--- src/rtl/mig_tt_sweeper_pkg.sv ---
// rtl/mig_tt_sweeper_pkg.sv - shared FSM state type and table-size helpers for the truth-table sweeper
package mig_tt_pkg;

    typedef enum logic [1:0] {
        IDLE   = 2'd0,
        SWEEP  = 2'd1,
        DRAIN  = 2'd2,
        STREAM = 2'd3
    } tt_state_e;

    function automatic int tt_w(input int n);
        return 1 << n;
    endfunction

    function automatic int beats(input int n, input int w);
        return tt_w(n) / w;
    endfunction

endpackage

--- src/rtl/mig_tt_sweeper_if.sv ---
// rtl/mig_tt_sweeper_if.sv - truth-table beat stream (data/valid/ready/last) with master and slave views
interface mig_tt_sweeper_if #(
    parameter int OUT_W = 32
);
    logic [OUT_W-1:0] tt_data;
    logic             tt_valid;
    logic             tt_ready;
    logic             tt_last;

    modport master (output tt_data, output tt_valid, output tt_last, input tt_ready);
    modport slave  (input tt_data, input tt_valid, input tt_last, output tt_ready);
endinterface

--- src/rtl/mig_tt_lat_pipe.sv ---
// rtl/mig_tt_lat_pipe.sv - DEPTH-stage index/valid delay line matching the FUT response latency
module mig_tt_lat_pipe #(
    parameter int DEPTH = 0,
    parameter int W     = 7
) (
    input  logic         clk,
    input  logic         rst,
    input  logic [W-1:0] in_idx,
    input  logic         in_vld,
    output logic [W-1:0] out_idx,
    output logic         out_vld
);
    generate
        if (DEPTH == 0) begin : g_wire
            logic unused_clk_rst;
            assign unused_clk_rst = clk ^ rst;
            assign out_idx = in_idx;
            assign out_vld = in_vld;
        end else begin : g_pipe
            logic [W-1:0]     idx_q [DEPTH];
            logic [DEPTH-1:0] vld_q;

            always_ff @(posedge clk) begin
                if (rst) begin
                    vld_q <= '0;
                    for (int i = 0; i < DEPTH; i++) idx_q[i] <= '0;
                end else begin
                    idx_q[0] <= in_idx;
                    vld_q[0] <= in_vld;
                    for (int i = 1; i < DEPTH; i++) begin
                        idx_q[i] <= idx_q[i-1];
                        vld_q[i] <= vld_q[i-1];
                    end
                end
            end

            assign out_idx = idx_q[DEPTH-1];
            assign out_vld = vld_q[DEPTH-1];
        end
    endgenerate
endmodule

--- src/rtl/mig_tt_sweeper.sv ---
// rtl/mig_tt_sweeper.sv - sweeps all minterms through a FUT and streams its truth table MSB-first
// Optional MIG_TT_POPCOUNT_EN adds tt_ones / tt_balanced outputs.
module mig_tt_sweeper
    import mig_tt_pkg::*;
#(
    parameter int N_IN       = 7,
    parameter int OUT_W      = 32,
    parameter int SAMPLE_LAT = 0
) (
    input  logic              clk,
    input  logic              rst,
    input  logic              start,
    output logic              busy,
    output logic [N_IN-1:0]   fn_in,
    input  logic              fn_out,
    mig_tt_sweeper_if.master  tt,
`ifdef MIG_TT_POPCOUNT_EN
    output logic [N_IN:0]     tt_ones,
    output logic              tt_balanced,
`endif
    output logic              done
);
    localparam int TT_W   = tt_w(N_IN);
    localparam int NBEATS = beats(N_IN, OUT_W);
    localparam int BW     = (NBEATS > 1) ? $clog2(NBEATS) : 1;
    localparam logic [N_IN:0]   LAST_CNT = (N_IN+1)'(TT_W - 1);
    localparam logic [N_IN-1:0] LAST_IDX = N_IN'(TT_W - 1);

    tt_state_e       state;
    logic [N_IN:0]   cnt;
    logic [TT_W-1:0] tbl;
    logic [BW-1:0]   beat;
    logic            valid_q;
    logic            last_q;
    logic [N_IN-1:0] p_idx;
    logic            p_vld;
    logic            last_sample;

    mig_tt_lat_pipe #(.DEPTH(SAMPLE_LAT), .W(N_IN)) u_pipe (
        .clk     (clk),
        .rst     (rst),
        .in_idx  (fn_in),
        .in_vld  (state == SWEEP),
        .out_idx (p_idx),
        .out_vld (p_vld)
    );

    assign last_sample = p_vld && (p_idx == LAST_IDX);

    // The table shifts left after each accepted beat, so the top chunk is always the current beat.
    assign tt.tt_data  = valid_q ? tbl[TT_W-1 -: OUT_W] : '0;
    assign tt.tt_valid = valid_q;
    assign tt.tt_last  = last_q;

`ifdef MIG_TT_POPCOUNT_EN
    assign tt_balanced = (tt_ones == (N_IN+1)'(TT_W / 2));
`endif

    always_ff @(posedge clk) begin
        if (rst) begin
            state   <= IDLE;
            busy    <= 1'b0;
            fn_in   <= '0;
            cnt     <= '0;
            tbl     <= '0;
            beat    <= '0;
            valid_q <= 1'b0;
            last_q  <= 1'b0;
            done    <= 1'b0;
`ifdef MIG_TT_POPCOUNT_EN
            tt_ones <= '0;
`endif
        end else begin
            done <= 1'b0;
            case (state)
                IDLE: begin
                    if (start) begin
                        state <= SWEEP;
                        busy  <= 1'b1;
                        cnt   <= '0;
                        fn_in <= '0;
                        tbl   <= '0;
                        beat  <= '0;
`ifdef MIG_TT_POPCOUNT_EN
                        tt_ones <= '0;
`endif
                    end
                end
                SWEEP, DRAIN: begin
                    if (p_vld) begin
                        tbl[p_idx] <= fn_out;
`ifdef MIG_TT_POPCOUNT_EN
                        tt_ones <= tt_ones + (N_IN+1)'(fn_out);
`endif
                    end
                    if (state == SWEEP) begin
                        if (cnt != LAST_CNT) begin
                            cnt   <= cnt + 1'b1;
                            fn_in <= N_IN'(cnt + 1'b1);
                        end else begin
                            state <= DRAIN;
                        end
                    end
                    // With zero latency this fires in SWEEP and overrides the DRAIN step.
                    if (last_sample) begin
                        state   <= STREAM;
                        valid_q <= 1'b1;
                        last_q  <= (NBEATS == 1);
                    end
                end
                STREAM: begin
                    if (tt.tt_ready) begin
                        if (last_q) begin
                            state   <= IDLE;
                            busy    <= 1'b0;
                            valid_q <= 1'b0;
                            last_q  <= 1'b0;
                            done    <= 1'b1;
                            fn_in   <= '0;
                            cnt     <= '0;
                        end else begin
                            tbl    <= tbl << OUT_W;
                            beat   <= beat + 1'b1;
                            last_q <= (beat == BW'(NBEATS - 2));
                        end
                    end
                end
                default: state <= IDLE;
            endcase
        end
    end
endmodule
--- src/flat_wrapper.sv ---
// flat-port wrapper written by rule: the top's interface ports become plain ports
module mig_tt_sweeper_flat import mig_tt_pkg::*;
#(
    parameter int N_IN       = 7,
    parameter int OUT_W      = 32,
    parameter int SAMPLE_LAT = 0
)
  (clk, rst, start, busy, fn_in, fn_out, done, tt_tt_data, tt_tt_valid, tt_tt_last, tt_tt_ready);
  mig_tt_sweeper_if #(.OUT_W(OUT_W)) tt_i ();
  input  logic clk;
  input  logic rst;
  input  logic start;
  output logic busy;
  output logic [N_IN-1:0] fn_in;
  input  logic fn_out;
  output logic done;
  output wire logic [$bits(tt_i.tt_data)-1:0] tt_tt_data;
  output wire logic [$bits(tt_i.tt_valid)-1:0] tt_tt_valid;
  output wire logic [$bits(tt_i.tt_last)-1:0] tt_tt_last;
  input wire logic [$bits(tt_i.tt_ready)-1:0] tt_tt_ready;
  assign tt_tt_data = tt_i.tt_data;
  assign tt_tt_valid = tt_i.tt_valid;
  assign tt_tt_last = tt_i.tt_last;
  assign tt_i.tt_ready = tt_tt_ready;
  mig_tt_sweeper #(.N_IN(N_IN), .OUT_W(OUT_W), .SAMPLE_LAT(SAMPLE_LAT)) u_core (.clk(clk), .rst(rst), .start(start), .busy(busy), .fn_in(fn_in), .fn_out(fn_out), .tt(tt_i), .done(done));
endmodule
--- config.mk ---
export PLATFORM = sky130hd
export DESIGN_NAME = mig_tt_sweeper_flat
export DESIGN_NICKNAME = d
export VERILOG_FILES = /design/src/rtl/mig_tt_sweeper_pkg.sv /design/src/rtl/mig_tt_sweeper_if.sv /design/src/rtl/mig_tt_lat_pipe.sv /design/src/rtl/mig_tt_sweeper.sv /design/src/flat_wrapper.sv
export SDC_FILE = /design/constraint.sdc
export NUM_CORES = 1
export LEC_CHECK = 0
export BUFFER_PORTS_ARGS = -buffer_cell sky130_fd_sc_hd__buf_2
export CORE_ASPECT_RATIO = 0.9
export CORE_UTILIZATION = 55
export DETAILED_ROUTE_END_ITERATION = 6
export PLACE_DENSITY = 0.76
export REMOVE_ABC_BUFFERS = 1
export SYNTH_ARGS = -nofsm -noshare
export SYNTH_HDL_FRONTEND = slang
export SYNTH_SLANG_ARGS = --single-unit
--- constraint.sdc ---
create_clock -name clk -period 2 [get_ports clk]
set_input_delay 0.1 -clock clk [delete_from_list [all_inputs] [get_ports clk]]
set_output_delay 0.1 -clock clk [all_outputs]
set_load 0.05 [all_outputs]
==> flow_summary_export.csv <==
group,metric,value,unit
worst_setup_path,cp.required,2360,ps
worst_setup_path,worst_path_largest_cell_delay,530,ps
global_route,grt_max_degree,59,
timing,drv_slew,0,
placement,gp_congestion,0.877,
status,outcome,"finished, final reports clean",
yosys,synthesis.area,8790,sq um
cells_and_area,antenna_cells,0,
yosys,synth_cells,1142,
floorplanning,core-area,15500,sq um
timing,slew_headroom,56.2,%
cells_and_area,stdcell_area,10300,sq um
clocking,cts.htree.levels,4,
pwr,vdd_drop_max,0.654,mV
cells_and_area,post-route-util,66.5,%
pwr,total_power,7.38,mW
timing,fmax,0.507,GHz
worst_setup_path,startpoint_type,"flip-flop",
global_route,grt_overflow,0,
floorplanning,rows,43,
yosys,yosysWarnings,0,
timing,setup_viol,0,
routing,wire_per_inst,20.8,microns
timing,finalHoldViolCount,0,
routing,vias_per_cell,7.01,
cells_and_area,final_common_cell,"dfxtp_1",
cells_and_area,fillCellCount,1268,
clocking,cts_root_buffer,"clkbuf_16",
clocking,clk_pin_slew,60,ps
yosys,yosysSeqAreaShare,32.8,%
routing,wl,28300,microns
routing,drc,0,
pwr,p_leak,3.42,nW
placement,dpl_cell_area,9610,sq um
floorplanning,fp.dieH,122,microns
worst_setup_path,cp_max_fo,5,
timing,worst_pin_slew,658,ps
routing,firstDrtPassIters,6,
clocking,cts_tree,"built",
worst_setup_path,critical_path_arrival,2330,ps
worst_setup_path,critPathCaptureType,"flip-flop",
clocking,clk_latency,430,ps
cells_and_area,layout.nets,1158,
clocking,clk_path_buf_depth,2,
yosys,avgSynthCellArea,7.70,sq um
worst_setup_path,path_class,"flip-flop to flip-flop",
cells_and_area,finalNonFillerCells,1361,
yosys,synth-async-reset-ratio,0,%
floorplanning,die_w,135,microns
placement,port_buffers,47,
yosys,synth.top_cell.area_share,32.8,%
floorplanning,start_util,56.7,%
timing,worst_slack,27.3,ps
yosys,synth.distinct_cells,61,
yosys,yosysTopAreaCell,"dfxtp_1",
floorplanning,ios,48,
yosys,synth_enable_flop_cells,0,
cells_and_area,drive_gt1_share,21.7,%
cells_and_area,layout-area-overhead-vs-synth,17.3,%
placement,dp_slack,-37.8,ps
clocking,cts.sinks,144,
worst_setup_path,worstPathCellList,"buf_4, ha_4, a21boi_1, or4b_4, or4_4, a21oi_2",
global_route,first_global_vias,8445,
timing,rsz0062_at_grt,"yes",
placement,hpwlAfterDp,16800,microns
global_route,grt_usage,34.6,%
global_route,antenna_found_initial,0,
floorplanning,die-area,16500,sq um
cells_and_area,seq_area,2890,sq um
clocking,cts_hold_buf,0,
routing,drtAntennaViolNets,0,
yosys,synth_seq_cells,144,
global_route,grt_pass1_wl,45300,microns
routing,vias,9544,
min_path,hp-class,"input port to flip-flop",
placement,dp.cells,1326,
timing,fin_crit,1970,ps
job,max-cap-violations,0,
worst_setup_path,crit_slowest_cell,"or4b_4",
timing,skew,5.98,ps
cells_and_area,multi_input_area,5280,sq um
yosys,synthFlopType,"dfxtp_1",
routing,drtIter0Drc,1385,
pwr,powerDensity,716,nW/um^2
timing,finalCritPeriodShare,98.6,%
clocking,cts_buffers,17,
yosys,synthTopCellsByArea,"dfxtp_1 (33%), o211ai_1 (8.1%), nand4_1 (5.3%)",
cells_and_area,layout_common_cells,"dfxtp_1 (141), nand2_1 (99), o211ai_1 (95), buf_4 (88), nand3_1 (79)",
kinds of logic after synthesis:
family | Yosys count | share of synthesized area (%)
adders and majority gates | 7 | 0.997
and+or+nand+nor | 493 | 31.0
DFF | 144 | 32.8
muxes | 4 | 0.484
AOI/OAI and AO/OA | 315 | 26.3
buffers and inverters | 179 | 8.39
synthesized netlist by cell type (17+ instances only):
| master | n |
|---|---|
| a31o_2 | 23 |
| o311ai_0 | 23 |
| buf_1 | 18 |
| nand4_1 | 74 |
| dfxtp_1 | 144 |
| nor3_1 | 79 |
| and2_1 | 33 |
| nor2_1 | 40 |
| a31oi_1 | 73 |
| buf_2 | 17 |
| a22o_1 | 31 |
| clkbuf_1 | 122 |
| o211ai_1 | 95 |
| nand3_1 | 79 |
| o22ai_1 | 31 |
| nand2_1 | 101 |
| and3_1 | 24 |
per-stage QoR:
step,hold WS [ps],setup TNS [ps]
2_1_floorplan,169,-1205900
3_3_place_gp,453,0
3_5_place_dp,459,-184
4_1_cts,17.2,0
5_1_grt,21.9,-22.5
6_report,34.6,0
per-layer routing:
layer	share of wire, %	vias up	track usage, %
li1	-	4377	-
met1	42	4480	48.0
met2	44	595	52.3
met3	10	92	6.91
met4	3.3	0	13.8
met5	0	-	0
final cells by class:
| type | count | share of cell area [%] |
|---|---|---|
| Clock inverter | 10 | 1.30 |
| Timing Repair Buffer | 153 | 12.0 |
| Inverter | 11 | 0.401 |
| Tap cell | 202 | 2.45 |
| Sequential cell | 144 | 28.0 |
| Multi-Input combinational cell | 819 | 51.2 |
| Clock buffer | 22 | 4.60 |
critical path: cells and delay by family (launching register included):
| kind | cells | cell delay [ps] |
|---|---|---|
| simple gates | 2 | 960 |
| compound gates | 2 | 330 |
| flops | 1 | 320 |
| fa+ha+maj | 1 | 160 |
| buf+inv | 1 | 150 |
path summary, 6_finish.rpt:
check | cells past startpoint | end | from | slack, ps
hold reg to reg | 1 | u_core.tbl[6] | u_core.tbl[6] | 470
hold / removal | 3 | u_core.done | tt_tt_ready | 30
setup reg to reg | 6 | u_core.cnt[4] | u_core.state[0] | 30
setup / recovery | 6 | u_core.cnt[4] | u_core.state[0] | 30
registers in the layout, summed over array words and instances, names as in the netlist:
register	flops
u_core.tt.tt_last	1
u_core.done	1
u_core.beat	2
u_core.state	2
u_core.busy	1
u_core.cnt	8
u_core.tbl	128
u_core.tt.tt_valid	1
timing repair:
item                                    CTS  global route
resized for setup                         1            18
endpoints found under the setup margin   23            87
pin swaps                                 4             6
endpoints found under the hold margin     0             0
buffers inserted                          0             3
report_power, final:
group | total [mW] | leakage (nW) | switching (mW) | internal [mW]
sequential | 2.89 | 1.16 | 0.0119 | 2.88
combinational | 1.19 | 1.96 | 0.859 | 0.326
clock | 3.31 | 0.296 | 1.25 | 2.05
Note: power is estimated with default switching activity, not from simulation.
